==> src/rtl/dmem_arb_pkg.sv <==
// ---------------------------------------------------------------------------
// dmem_arb_pkg
// Shared types and constants for the two-master data-memory arbiter.
//   arb_state_t   : arbiter state (ARB_IDLE / ARB_OWN0 / ARB_OWN1)
//   M_CPU / M_DBG : master index values used for the last-owner pointer
//                   and the read-return tag
//   CNT_W         : width of the burst beat counter
//   cnt_sat_inc   : saturating increment of the beat counter
// ---------------------------------------------------------------------------
package dmem_arb_pkg;

    localparam int CNT_W = 4;

    typedef enum logic [1:0] {
        ARB_IDLE = 2'd0,
        ARB_OWN0 = 2'd1,
        ARB_OWN1 = 2'd2
    } arb_state_t;

    localparam logic M_CPU = 1'b0;
    localparam logic M_DBG = 1'b1;

    function automatic logic [CNT_W-1:0] cnt_sat_inc(input logic [CNT_W-1:0] c,
                                                     input logic [CNT_W-1:0] lim);
        return (c >= lim) ? lim : c + CNT_W'(1);
    endfunction

endpackage

==> src/rtl/dmem_arb_if.sv <==
// ---------------------------------------------------------------------------
// dmem_arb_if
// Bundle of the two master handshake ports and the memory-side port of the
// data-memory arbiter.
//   m0_* : CPU load/store port       (req/we/addr/wdata in, gnt/rvalid/rdata out)
//   m1_* : debug / program-loader port (same shape as m0_*)
//   mem_*: single-port memory strobe/address/data, mem_rdata returned 1 cycle
//          after a read strobe
//   busy : arbiter holds an owner or has a read in flight
// Modports: slave = arbiter side, master = environment (masters + memory).
// ---------------------------------------------------------------------------
interface dmem_arb_if #(
    parameter int ADDR_W = 10,
    parameter int DATA_W = 32
);
    logic              m0_req;
    logic              m0_we;
    logic [ADDR_W-1:0] m0_addr;
    logic [DATA_W-1:0] m0_wdata;
    logic              m0_gnt;
    logic              m0_rvalid;
    logic [DATA_W-1:0] m0_rdata;

    logic              m1_req;
    logic              m1_we;
    logic [ADDR_W-1:0] m1_addr;
    logic [DATA_W-1:0] m1_wdata;
    logic              m1_gnt;
    logic              m1_rvalid;
    logic [DATA_W-1:0] m1_rdata;

    logic              mem_en;
    logic              mem_we;
    logic [ADDR_W-1:0] mem_addr;
    logic [DATA_W-1:0] mem_wdata;
    logic [DATA_W-1:0] mem_rdata;

    logic              busy;

    modport slave (
        input  m0_req, m0_we, m0_addr, m0_wdata,
        input  m1_req, m1_we, m1_addr, m1_wdata,
        input  mem_rdata,
        output m0_gnt, m0_rvalid, m0_rdata,
        output m1_gnt, m1_rvalid, m1_rdata,
        output mem_en, mem_we, mem_addr, mem_wdata,
        output busy
    );

    modport master (
        output m0_req, m0_we, m0_addr, m0_wdata,
        output m1_req, m1_we, m1_addr, m1_wdata,
        output mem_rdata,
        input  m0_gnt, m0_rvalid, m0_rdata,
        input  m1_gnt, m1_rvalid, m1_rdata,
        input  mem_en, mem_we, mem_addr, mem_wdata,
        input  busy
    );
endinterface

==> src/rtl/dmem_arb_pick.sv <==
// ---------------------------------------------------------------------------
// dmem_arb_pick
// Combinational winner select for the data-memory arbiter.
// Config macro: DMEM_ARB_FIXED_PRIO_EN
//   undefined : round-robin with burst-hold (owner keeps the memory for up to
//               MAX_BURST beats while the other master waits)
//   defined   : m0 always wins; m1 only when m0 is not requesting
// Ports:
//   i_req0/i_req1 : master requests
//   i_state/i_cnt/i_last : registered arbiter state, beat count, last owner
//   o_gnt0/o_gnt1 : grants (at most one high)
//   o_nxt_state/o_nxt_cnt/o_nxt_last : next registered values
// ---------------------------------------------------------------------------
module dmem_arb_pick
    import dmem_arb_pkg::*;
#(
    parameter int MAX_BURST = 4
) (
    input  logic             i_req0,
    input  logic             i_req1,
    input  arb_state_t       i_state,
    input  logic [CNT_W-1:0] i_cnt,
    input  logic             i_last,
    output logic             o_gnt0,
    output logic             o_gnt1,
    output arb_state_t       o_nxt_state,
    output logic [CNT_W-1:0] o_nxt_cnt,
    output logic             o_nxt_last
);
    localparam logic [CNT_W-1:0] LIM = CNT_W'(MAX_BURST);

    logic w_any;
    logic w_pick1;
`ifndef DMEM_ARB_FIXED_PRIO_EN
    logic w_owner;
    logic w_req_own;
    logic w_req_oth;
`endif

    always_comb begin
        w_any       = 1'b0;
        w_pick1     = 1'b0;
        o_gnt0      = 1'b0;
        o_gnt1      = 1'b0;
        o_nxt_state = i_state;
        o_nxt_cnt   = i_cnt;
        o_nxt_last  = i_last;
`ifdef DMEM_ARB_FIXED_PRIO_EN
        w_any   = i_req0 | i_req1;
        w_pick1 = ~i_req0;
`else
        w_owner   = (i_state == ARB_OWN1);
        w_req_own = w_owner ? i_req1 : i_req0;
        w_req_oth = w_owner ? i_req0 : i_req1;
        case (i_state)
            ARB_OWN0, ARB_OWN1: begin
                w_any = w_req_own | w_req_oth;
                // Owner keeps the bus unless it stopped asking or has used
                // up its burst while the other master waits.
                if (w_req_own && !(w_req_oth && (i_cnt >= LIM)))
                    w_pick1 = w_owner;
                else
                    w_pick1 = ~w_owner;
            end
            default: begin
                w_any   = i_req0 | i_req1;
                // On contention the master that did not own last wins.
                w_pick1 = i_req1 & (~i_req0 | (i_last == M_CPU));
            end
        endcase
`endif
        if (w_any) begin
            o_gnt0      = ~w_pick1;
            o_gnt1      = w_pick1;
            o_nxt_state = w_pick1 ? ARB_OWN1 : ARB_OWN0;
            o_nxt_last  = w_pick1;
            if (i_state == (w_pick1 ? ARB_OWN1 : ARB_OWN0))
                o_nxt_cnt = cnt_sat_inc(i_cnt, LIM);
            else
                o_nxt_cnt = CNT_W'(1);
        end else begin
            o_nxt_state = ARB_IDLE;
            o_nxt_cnt   = '0;
        end
    end

endmodule

==> src/rtl/dmem_arbiter.sv <==
// ---------------------------------------------------------------------------
// dmem_arbiter
// Shares a single-port, word-addressed data memory between the CPU port (m0)
// and a debug/program-loader port (m1). Grants are combinational from the
// current requests and registered state; mem_* follow the granted master.
// Reads have one cycle of latency and are returned to the issuing master.
// Config macro: DMEM_ARB_FIXED_PRIO_EN (fixed m0 priority instead of
// round-robin with burst-hold; handled inside dmem_arb_pick).
// Ports:
//   clock   : rising-edge clock
//   reset_n : asynchronous active-low reset
//   bus     : dmem_arb_if.slave (m0_*, m1_*, mem_*, busy)
// ---------------------------------------------------------------------------
module dmem_arbiter
    import dmem_arb_pkg::*;
#(
    parameter int ADDR_W    = 10,
    parameter int DATA_W    = 32,
    parameter int MAX_BURST = 4
) (
    input  logic       clock,
    input  logic       reset_n,
    dmem_arb_if.slave  bus
);
    arb_state_t       r_state;
    logic [CNT_W-1:0] r_cnt;
    logic             r_last;
    logic             r_rd_pend;
    logic             r_rd_tag;

    logic             w_gnt0_raw;
    logic             w_gnt1_raw;
    logic             w_gnt0;
    logic             w_gnt1;
    arb_state_t       w_nxt_state;
    logic [CNT_W-1:0] w_nxt_cnt;
    logic             w_nxt_last;
    logic             w_accept_rd;
    logic             w_rv0;
    logic             w_rv1;
    logic [ADDR_W-1:0] w_mem_addr;
    logic [DATA_W-1:0] w_mem_wdata;

    dmem_arb_pick #(
        .MAX_BURST (MAX_BURST)
    ) u_pick (
        .i_req0      (bus.m0_req),
        .i_req1      (bus.m1_req),
        .i_state     (r_state),
        .i_cnt       (r_cnt),
        .i_last      (r_last),
        .o_gnt0      (w_gnt0_raw),
        .o_gnt1      (w_gnt1_raw),
        .o_nxt_state (w_nxt_state),
        .o_nxt_cnt   (w_nxt_cnt),
        .o_nxt_last  (w_nxt_last)
    );

    // Grants are masked while reset is held so no memory access can slip
    // through from requests that are already high.
    assign w_gnt0      = w_gnt0_raw & reset_n;
    assign w_gnt1      = w_gnt1_raw & reset_n;
    assign w_accept_rd = (w_gnt0 & ~bus.m0_we) | (w_gnt1 & ~bus.m1_we);

    always_ff @(posedge clock or negedge reset_n) begin
        if (!reset_n) begin
            r_state   <= ARB_IDLE;
            r_cnt     <= '0;
            r_last    <= M_DBG;
            r_rd_pend <= 1'b0;
            r_rd_tag  <= M_CPU;
        end else begin
            r_state   <= w_nxt_state;
            r_cnt     <= w_nxt_cnt;
            r_last    <= w_nxt_last;
            r_rd_pend <= w_accept_rd;
            r_rd_tag  <= w_gnt1 ? M_DBG : M_CPU;
        end
    end

    assign w_rv0 = r_rd_pend & (r_rd_tag == M_CPU);
    assign w_rv1 = r_rd_pend & (r_rd_tag == M_DBG);

    assign bus.m0_gnt    = w_gnt0;
    assign bus.m1_gnt    = w_gnt1;
    assign bus.m0_rvalid = w_rv0;
    assign bus.m1_rvalid = w_rv1;
    assign bus.m0_rdata  = w_rv0 ? bus.mem_rdata : '0;
    assign bus.m1_rdata  = w_rv1 ? bus.mem_rdata : '0;

    // With no grant the address/data lines rest on the m0 values.
    assign w_mem_addr    = w_gnt1 ? bus.m1_addr  : bus.m0_addr;
    assign w_mem_wdata   = w_gnt1 ? bus.m1_wdata : bus.m0_wdata;
    assign bus.mem_en    = w_gnt0 | w_gnt1;
    assign bus.mem_we    = (w_gnt0 & bus.m0_we) | (w_gnt1 & bus.m1_we);
    assign bus.mem_addr  = w_mem_addr;
    assign bus.mem_wdata = w_mem_wdata;

    assign bus.busy      = (r_state != ARB_IDLE) | r_rd_pend;

endmodule

==> src/flat_wrapper.sv <==
// flat-port wrapper written by rule: the top's interface ports become plain ports
module dmem_arbiter_flat import dmem_arb_pkg::*;
#(
    parameter int ADDR_W    = 10,
    parameter int DATA_W    = 32,
    parameter int MAX_BURST = 4
)
  (clock, reset_n, bus_m0_req, bus_m0_we, bus_m0_addr, bus_m0_wdata, bus_m1_req, bus_m1_we, bus_m1_addr, bus_m1_wdata, bus_mem_rdata, bus_m0_gnt, bus_m0_rvalid, bus_m0_rdata, bus_m1_gnt, bus_m1_rvalid, bus_m1_rdata, bus_mem_en, bus_mem_we, bus_mem_addr, bus_mem_wdata, bus_busy);
  dmem_arb_if #(.ADDR_W(ADDR_W), .DATA_W(DATA_W)) bus_i ();
  input  logic clock;
  input  logic reset_n;
  input wire logic [$bits(bus_i.m0_req)-1:0] bus_m0_req;
  input wire logic [$bits(bus_i.m0_we)-1:0] bus_m0_we;
  input wire logic [$bits(bus_i.m0_addr)-1:0] bus_m0_addr;
  input wire logic [$bits(bus_i.m0_wdata)-1:0] bus_m0_wdata;
  input wire logic [$bits(bus_i.m1_req)-1:0] bus_m1_req;
  input wire logic [$bits(bus_i.m1_we)-1:0] bus_m1_we;
  input wire logic [$bits(bus_i.m1_addr)-1:0] bus_m1_addr;
  input wire logic [$bits(bus_i.m1_wdata)-1:0] bus_m1_wdata;
  input wire logic [$bits(bus_i.mem_rdata)-1:0] bus_mem_rdata;
  output wire logic [$bits(bus_i.m0_gnt)-1:0] bus_m0_gnt;
  output wire logic [$bits(bus_i.m0_rvalid)-1:0] bus_m0_rvalid;
  output wire logic [$bits(bus_i.m0_rdata)-1:0] bus_m0_rdata;
  output wire logic [$bits(bus_i.m1_gnt)-1:0] bus_m1_gnt;
  output wire logic [$bits(bus_i.m1_rvalid)-1:0] bus_m1_rvalid;
  output wire logic [$bits(bus_i.m1_rdata)-1:0] bus_m1_rdata;
  output wire logic [$bits(bus_i.mem_en)-1:0] bus_mem_en;
  output wire logic [$bits(bus_i.mem_we)-1:0] bus_mem_we;
  output wire logic [$bits(bus_i.mem_addr)-1:0] bus_mem_addr;
  output wire logic [$bits(bus_i.mem_wdata)-1:0] bus_mem_wdata;
  output wire logic [$bits(bus_i.busy)-1:0] bus_busy;
  assign bus_i.m0_req = bus_m0_req;
  assign bus_i.m0_we = bus_m0_we;
  assign bus_i.m0_addr = bus_m0_addr;
  assign bus_i.m0_wdata = bus_m0_wdata;
  assign bus_i.m1_req = bus_m1_req;
  assign bus_i.m1_we = bus_m1_we;
  assign bus_i.m1_addr = bus_m1_addr;
  assign bus_i.m1_wdata = bus_m1_wdata;
  assign bus_i.mem_rdata = bus_mem_rdata;
  assign bus_m0_gnt = bus_i.m0_gnt;
  assign bus_m0_rvalid = bus_i.m0_rvalid;
  assign bus_m0_rdata = bus_i.m0_rdata;
  assign bus_m1_gnt = bus_i.m1_gnt;
  assign bus_m1_rvalid = bus_i.m1_rvalid;
  assign bus_m1_rdata = bus_i.m1_rdata;
  assign bus_mem_en = bus_i.mem_en;
  assign bus_mem_we = bus_i.mem_we;
  assign bus_mem_addr = bus_i.mem_addr;
  assign bus_mem_wdata = bus_i.mem_wdata;
  assign bus_busy = bus_i.busy;
  dmem_arbiter #(.ADDR_W(ADDR_W), .DATA_W(DATA_W), .MAX_BURST(MAX_BURST)) u_core (.clock(clock), .reset_n(reset_n), .bus(bus_i));
endmodule
==> config.mk <==
export PLATFORM = sky130hd
export DESIGN_NAME = dmem_arbiter_flat
export DESIGN_NICKNAME = d
export VERILOG_FILES = /design/src/rtl/dmem_arb_pkg.sv /design/src/rtl/dmem_arb_if.sv /design/src/rtl/dmem_arb_pick.sv /design/src/rtl/dmem_arbiter.sv /design/src/flat_wrapper.sv
export SDC_FILE = /design/constraint.sdc
export NUM_CORES = 1
export LEC_CHECK = 0
export CAP_MARGIN = 20
export CELL_PAD_IN_SITES_DETAIL_PLACEMENT = 0
export CELL_PAD_IN_SITES_GLOBAL_PLACEMENT = 1
export CORE_ASPECT_RATIO = 1.2
export CORE_MARGIN = 2
export CORE_UTILIZATION = 15
export CTS_CLUSTER_SIZE = 25
export DETAILED_ROUTE_END_ITERATION = 8
export PLACE_DENSITY_LB_ADDON = 0.1
export SLEW_MARGIN = 5
export SYNTH_ARGS = -nofsm -noshare
export SYNTH_HDL_FRONTEND = slang
export SYNTH_HIERARCHICAL = 1
export SYNTH_SLANG_ARGS = --single-unit
export TNS_END_PERCENT = 30
==> constraint.sdc <==
create_clock -name clock -period 5.1 [get_ports clock]
set_input_delay 1.53 -clock clock [delete_from_list [all_inputs] [get_ports clock]]
set_output_delay 1.53 -clock clock [all_outputs]
set_load 0.02 [all_outputs]
==> flow_summary.json, run 1 <==
{
  "status": "finished, final reports clean",
  "yosysWarnings": 6,
  "fin_area_um2": 4280,
  "ir_worst_vdd_v": 0.000130,
  "chipWidth_um": 101,
  "start_util_pct": 15.3,
  "ios": 235,
  "drv_slew": 0,
  "track_usage_pct": 12.9,
  "cts_buffer_depth": 2,
  "fin_crit_sh_pct": 97.8,
  "place_area_um2": 4220,
  "ys_seq_area_share_pct": 13.5,
  "setup_viol": 0,
  "most-common-layout-cells": "186 x clkdlybuf4s50_1, 39 x mux2_4, 34 x dlygate4sd2_1, 34 x and2_1, 32 x and3_1",
  "via_per_inst": 4.05,
  "syn_to_final_growth_pct": 155,
  "rows": 42,
  "via_count": 2221,
  "fin_cells": 549,
  "cts.sinks": 9,
  "gp_congestion": 0.750,
  "synth-main-ff-cell": "dfrtp_1",
  "hpwl_um": 7050,
  "grt_pass1_vias": 2257,
  "max-cap-violations": 0,
  "cts_tree": "done",
  "drt_iter0_markers": 17,
  "critPathSlowestCell": "clkdlybuf4s15_1",
  "leakagePower_nw": 2.03,
  "drive_above_1_share_pct": 19.7,
  "synth.distinct_cells": 37,
  "wl_per_cell_um": 15.0,
  "cp.required_ns": 3.57,
  "worst_setup_path_start_kind": "input port",
  "avgSynthCellArea_um2": 9.34,
  "nets": 543,
  "multi_input_area_um2": 1350,
  "grt_max_degree": 36,
  "io_buffers": 234,
  "drt-pass1-iter-count": 4,
  "final_common_cell": "clkdlybuf4s50_1",
  "grt_pass1_wl_um": 12300,
  "post-route-drc-count": 0,
  "rsz0062_at_grt": "false",
  "root_buffer": "clkbuf_16",
  "holdWs_ns": 0.486,
  "arrival_ns": 3.46,
  "finClkSkew_ns": 0.000768,
  "synth_enable_flop_cells": 0,
  "cp_cell_sequence": "dlygate4sd2_1 -> nand2b_1 -> a211oi_2 -> nor3_2 -> nor2_2 -> nand2_4 -> buf_12 -> mux2_4 -> clkdlybuf4s15_1",
  "final-seq-area_um2": 226,
  "cts-buffers-inserted": 3,
  "grt_overflow": 0,
  "wirelength_um": 8260,
  "path_max_fanout": 13,
  "hold_class": "flop to flop",
  "synthTopCellsByArea": "mux2_4 35%, and2_1 13%, and3_1 12%",
  "hold_viol": 0,
  "endpoint_kind": "output port",
  "die_y_um": 120,
  "clk_pin_slew_ns": 0.04,
  "antenna_found_initial": 0,
  "synth.top_cell.area_share_pct": 34.8,
  "worstSkewPairLatency_ns": 0.23,
  "diodes": 0,
  "yosysTopAreaCell": "mux2_4",
  "n_fill_cell": 1129,
  "die_area_um2": 12100,
  "synthesis.area_um2": 1680,
  "dp.cells": 543,
  "finalPower_mw": 1.52,
  "path_class": "input port to output port",
  "cpPeakStageDelay_ns": 0.33,
  "syn_nets": 305,
  "core_um2": 11000,
  "cts_htree_levels": 1,
  "max_freq_mhz": 201,
  "postSynth.asyncResetShare_pct": 100,
  "ant_nets": 0,
  "period_minus_slack_ns": 4.99,
  "synth_cells": 180,
  "ys_seq_elements": 9,
  "power_density_nw_per_um2": 356
}
[layout make-up]
type                            count  area share (%)
Tap cell                          132            3.86
Timing Repair Buffer              250            57.1
Sequential cell                     9            5.29
Multi-Input combinational cell    149            31.5
Clock buffer                        4            1.84
Inverter                            5           0.438
[cells in the mapped netlist, types with 3 or more instances]
cell / instances
mux2_4: 39
clkbuf_1: 6
and3_1: 32
buf_6: 4
nand2b_1: 4
nor2_1: 5
and2_1: 34
ha_1: 3
nand2_1: 3
inv_1: 5
buf_4: 3
mux2_2: 3
dfrtp_1: 8
[timing repair]
| action | CTS | global route |
|---|---|---|
| gates resized for setup | 51 | 19 |
| pin swaps | 0 | 2 |
| endpoints found under the hold margin | 0 | 0 |
| hold buffers | 0 | 0 |
| endpoints found under the setup margin | 45 | 10 |
| setup buffers | 0 | 1 |
| gates cloned | 1 | 0 |
[flip-flops by register name (all words and copies together) (netlist names)]
signal            cells
u_core/r_cnt          4
u_core/r_state        2
u_core/r_last         1
u_core/r_rd_pend      1
u_core/r_rd_tag       1
[through the flow]
stage | setup TNS (ns) | setup slack (ns) | utilization, %
floorplan | 0 | 0.570 | -
global placement | -19.08 | -0.482 | 38.4
detailed placement | -19.06 | -0.487 | 38.4
CTS | 0 | 0.0188 | 39.1
global route | 0 | 0.0102 | 39.0
finish | 0 | 0.114 | 39.0
[layer usage]
layer  routed length, um  up-vias  GRT usage, %
li1                    -     1103             -
met1                2890      962          13.5
met2                4390      151          25.3
met3                 937        5          3.84
met4                  50        0          1.80
met5                   0        -             0
[cells by family (layout without fill, tap and decap cells)]
kind of cell             Yosys count  after routing  share of synthesized area [%]
AND/OR/NAND/NOR                   87             87                           31.7
multiplexers                      44             44                           38.0
buffers and inverters             22            259                           7.67
AO/OA/AOI/OAI                     12             12                           5.59
flip-flops                         9              9                           13.5
adder cells (fa/ha/maj)            3              3                           2.23
XOR/XNOR                           2              2                           1.04
other                              1              1                          0.223
[worst paths after layout]
| path | startpoint | endpoint | slack [ns] | depth (start not counted) |
|---|---|---|---|---|
| min in group asynchronous | reset_n | u_core/r_cnt[1] | 1.73 | 2 |
| setup / recovery | bus_m0_req | bus_mem_wdata[2] | 0.11 | 9 |
| hold reg to reg | u_core/r_last | u_core/r_last | 0.49 | 2 |
| max in group asynchronous | reset_n | u_core/r_last | 3.14 | 2 |
| hold / removal | u_core/r_last | u_core/r_last | 0.49 | 2 |
| setup reg to reg | u_core/r_state[1] | u_core/r_rd_tag | 3.10 | 8 |
[worst max-delay path: cells and delay by family]
kind,cells,cell delay (ns)
buffers and inverters,3,0.79
and+or+nand+nor,4,0.58
muxes,1,0.30
AOI/OAI and AO/OA,1,0.25
[report_power, final]
part / internal, mW / total, mW / switching, mW
Combinational: 0.651 / 1.27 / 0.617
Sequential: 0.103 / 0.118 / 0.0151
Clock: 0.104 / 0.136 / 0.0318
Note: power is estimated with default switching activity, not from simulation.
==> inputs of run 2 (changes only) <==
--- a/config.mk
+++ b/config.mk
@@ -10,11 +10,11 @@
 export CELL_PAD_IN_SITES_GLOBAL_PLACEMENT = 1
 export CORE_ASPECT_RATIO = 1.2
 export CORE_MARGIN = 2
-export CORE_UTILIZATION = 15
+export CORE_UTILIZATION = 16
 export CTS_CLUSTER_SIZE = 25
 export DETAILED_ROUTE_END_ITERATION = 8
 export PLACE_DENSITY_LB_ADDON = 0.1
-export SLEW_MARGIN = 5
+export SLEW_MARGIN = 15
 export SYNTH_ARGS = -nofsm -noshare
 export SYNTH_HDL_FRONTEND = slang
 export SYNTH_HIERARCHICAL = 1
==> constraint.sdc (replaced) <==
create_clock -name clock -period 6.1 [get_ports clock]
set_input_delay 1.83 -clock clock [delete_from_list [all_inputs] [get_ports clock]]
set_output_delay 1.83 -clock clock [all_outputs]
set_load 0.02 [all_outputs]
==> run 2 against run 1 <==
Worst hold slack got worse by 0.0080 ns. Power down 15%. Combinational power fell by 15%. Flip-flop and latch count unchanged. First-iteration DRC count rose to 5.2 times the previous value. Count of clock-buffer cells in the layout stayed put. Via count grew 2.1%. Critical path type unchanged. Largest cell class unchanged. Highest routed layer unchanged.
==> flow_summary.json, run 2 (synthesis results as in run 1) <==
{
  "switching_share_pct": 42.3,
  "nets": 541,
  "n_fill_cell": 1066,
  "tightestPinTransition_ns": 1.00,
  "cp_cell_sequence": "clkdlybuf4s50_1 -> buf_4 -> mux2i_1 -> a211o_1 -> a31oi_2 -> nor2b_2 -> buf_4 -> o21a_1 -> clkdlybuf4s50_1",
  "grt_pass1_wl_um": 11600,
  "max_freq_mhz": 168,
  "grt_max_degree": 35,
  "setup_viol": 0,
  "ant_nets": 0,
  "diodes": 0,
  "cts_hold_buf": 0,
  "drt_iter0_markers": 89,
  "track_usage_pct": 12.7,
  "comb_power_share_pct": 83.6,
  "cts_tree": "done",
  "crit_family": "buffers and inverters",
  "leakagePower_nw": 2.09,
  "holdPathStages": 2,
  "max-cap-violations": 0,
  "drt-pass1-iter-count": 4,
  "ir_worst_vdd_v": 0.000130,
  "wirelength_um": 8040,
  "relSlewSlack_pct": 32.7,
  "status": "finished, final reports clean",
  "reg2regPathDepth": 8,
  "clkPwrFrac_pct": 8.7,
  "rows": 41,
  "chipWidth_um": 97.6,
  "via_count": 2268,
  "top_regs": "u_core/r_cnt (4), u_core/r_state (2)",
  "cts-buffers-inserted": 3,
  "fin_ws_ns": 0.130,
  "antenna_found_initial": 0,
  "clk_pin_slew_ns": 0.04,
  "root_buffer": "clkbuf_16",
  "start_util_pct": 16.2,
  "grt_overflow": 0,
  "drv_slew": 0,
  "largest_register": "u_core/r_cnt",
  "min_from": "u_core/r_last",
  "cpPeakStageDelay_ns": 0.60,
  "p_sw_mw": 0.544,
  "hold_class": "flop to flop",
  "core_um2": 10400,
  "gp_congestion": 0.744,
  "r2r-end": "u_core/r_cnt[0]",
  "critical_path_cell_count": 9,
  "grt_pass1_vias": 2285,
  "path_buf_inv": 4,
  "die_area_um2": 11300,
  "drive_above_1_share_pct": 16.1,
  "path_class": "input port to output port",
  "holdWs_ns": 0.478,
  "period_minus_slack_ns": 5.97,
  "r2r_start": "u_core/r_state[0]",
  "die_y_um": 116,
  "critPathSlowestCell": "clkdlybuf4s50_1",
  "hold_path_end": "u_core/r_last",
  "worst_setup_path_start_kind": "input port",
  "arrival_ns": 4.14,
  "cts_buffer_depth": 2,
  "hold_viol": 0,
  "multi_input_area_um2": 1340,
  "r2r_slack_ns": 4.14,
  "hpwl_um": 6970,
  "power.internal_mw": 0.743,
  "largest_reg_flops": 4,
  "post-route-drc-count": 0,
  "ios": 235,
  "power_density_nw_per_um2": 297,
  "fin_crit_sh_pct": 97.9,
  "rsz0062_at_grt": "false",
  "endpoint_kind": "output port",
  "finClkSkew_ns": 0.00143,
  "power_frac_seq_pct": 7.6,
  "final-seq-area_um2": 226,
  "path_max_fanout": 6,
  "most-common-layout-cells": "214 x clkdlybuf4s50_1, 39 x mux2_4, 34 x and2_1",
  "wl_per_cell_um": 14.8,
  "cp.required_ns": 4.27,
  "syn_to_final_growth_pct": 158,
  "pre_cts_slack_ns": -0.0545,
  "worstSkewPairLatency_ns": 0.23,
  "cts.sinks": 9,
  "final_common_cell": "clkdlybuf4s50_1",
  "io_buffers": 234,
  "cts_htree_levels": 1,
  "via_per_inst": 4.17
}
==> run 2: cell count changes in the layout (fill, tap and decap cells not counted), moves of 8 or more <==
cell,before,now
dlymetal6s2s_1,2,19
clkbuf_2,8,0
clkdlybuf4s50_1,186,214
dlygate4sd2_1,34,1
==> run 2: how the worst max path moves through the flow <==
stage                        endpoint  slack, ns  startpoint
finish                     bus_mem_en       0.13  bus_m0_req
global route        bus_mem_wdata[17]      0.001  bus_m0_req
CTS                 bus_mem_wdata[31]       0.04  bus_m0_req
detailed placement    bus_mem_addr[4]      -0.05  bus_m1_req
global placement      bus_mem_addr[1]      -0.07  bus_m1_req
floorplan             bus_mem_addr[1]       0.97  bus_m1_req
==> run 2: layout make-up <==
type	instances	area share, %
clock buffers	4	1.82
multi-input cells	149	30.8
flip-flops and latches	9	5.22
inverters	5	0.433
repair buffers	248	58.0
well taps	129	3.72
==> run 2: routing by layer <==
| metal | share of wire [%] | global-route usage (%) | vias to the layer above |
|---|---|---|---|
| li1 | - | - | 1100 |
| met1 | 33 | 12.5 | 1006 |
| met2 | 53 | 24.6 | 150 |
| met3 | 11 | 4.73 | 12 |
| met4 | 2.3 | 4.54 | 0 |
| met5 | 0 | 0 | - |
==> run 2: what timing repair did <==
| item | CTS | global route |
|---|---|---|
| setup endpoints to repair | 43 | 38 |
| resized for setup | 3 | 20 |
| pin swaps | 1 | 0 |
| setup buffers | 0 | 0 |
| endpoints found under the hold margin | 0 | 0 |
==> run 2: per-stage QoR <==
step | setup TNS, ns | power [mW] | util [%] | cells | area [um2]
floorplan | 0 | 0.722 | - | 180 | 1680
global placement | -2.04 | 1.20 | 40.6 | 540 | 4200
detailed placement | -1.25 | 1.19 | 40.6 | 540 | 4200
CTS | 0 | 1.31 | 41.4 | 544 | 4290
global route | 0 | 1.37 | 41.9 | 544 | 4340
finish | 0 | 1.29 | 41.9 | 544 | 4340
==> run 2: power by group through the flow <==
stage,registers [mW],logic [mW],clock network (mW)
after floorplan,0.100,0.622,0
after global placement,0.0989,1.10,0
after detailed placement,0.0993,1.09,0
after CTS,0.0987,1.10,0.115
after global routing,0.102,1.15,0.118
final,0.0979,1.08,0.113
==> run 2: worst min-delay path, delay by kind of cell, from the launching register on <==
family   cells  cell delay (ns)
flops        1             0.36
mux          1             0.06
buf+inv      1             0.04
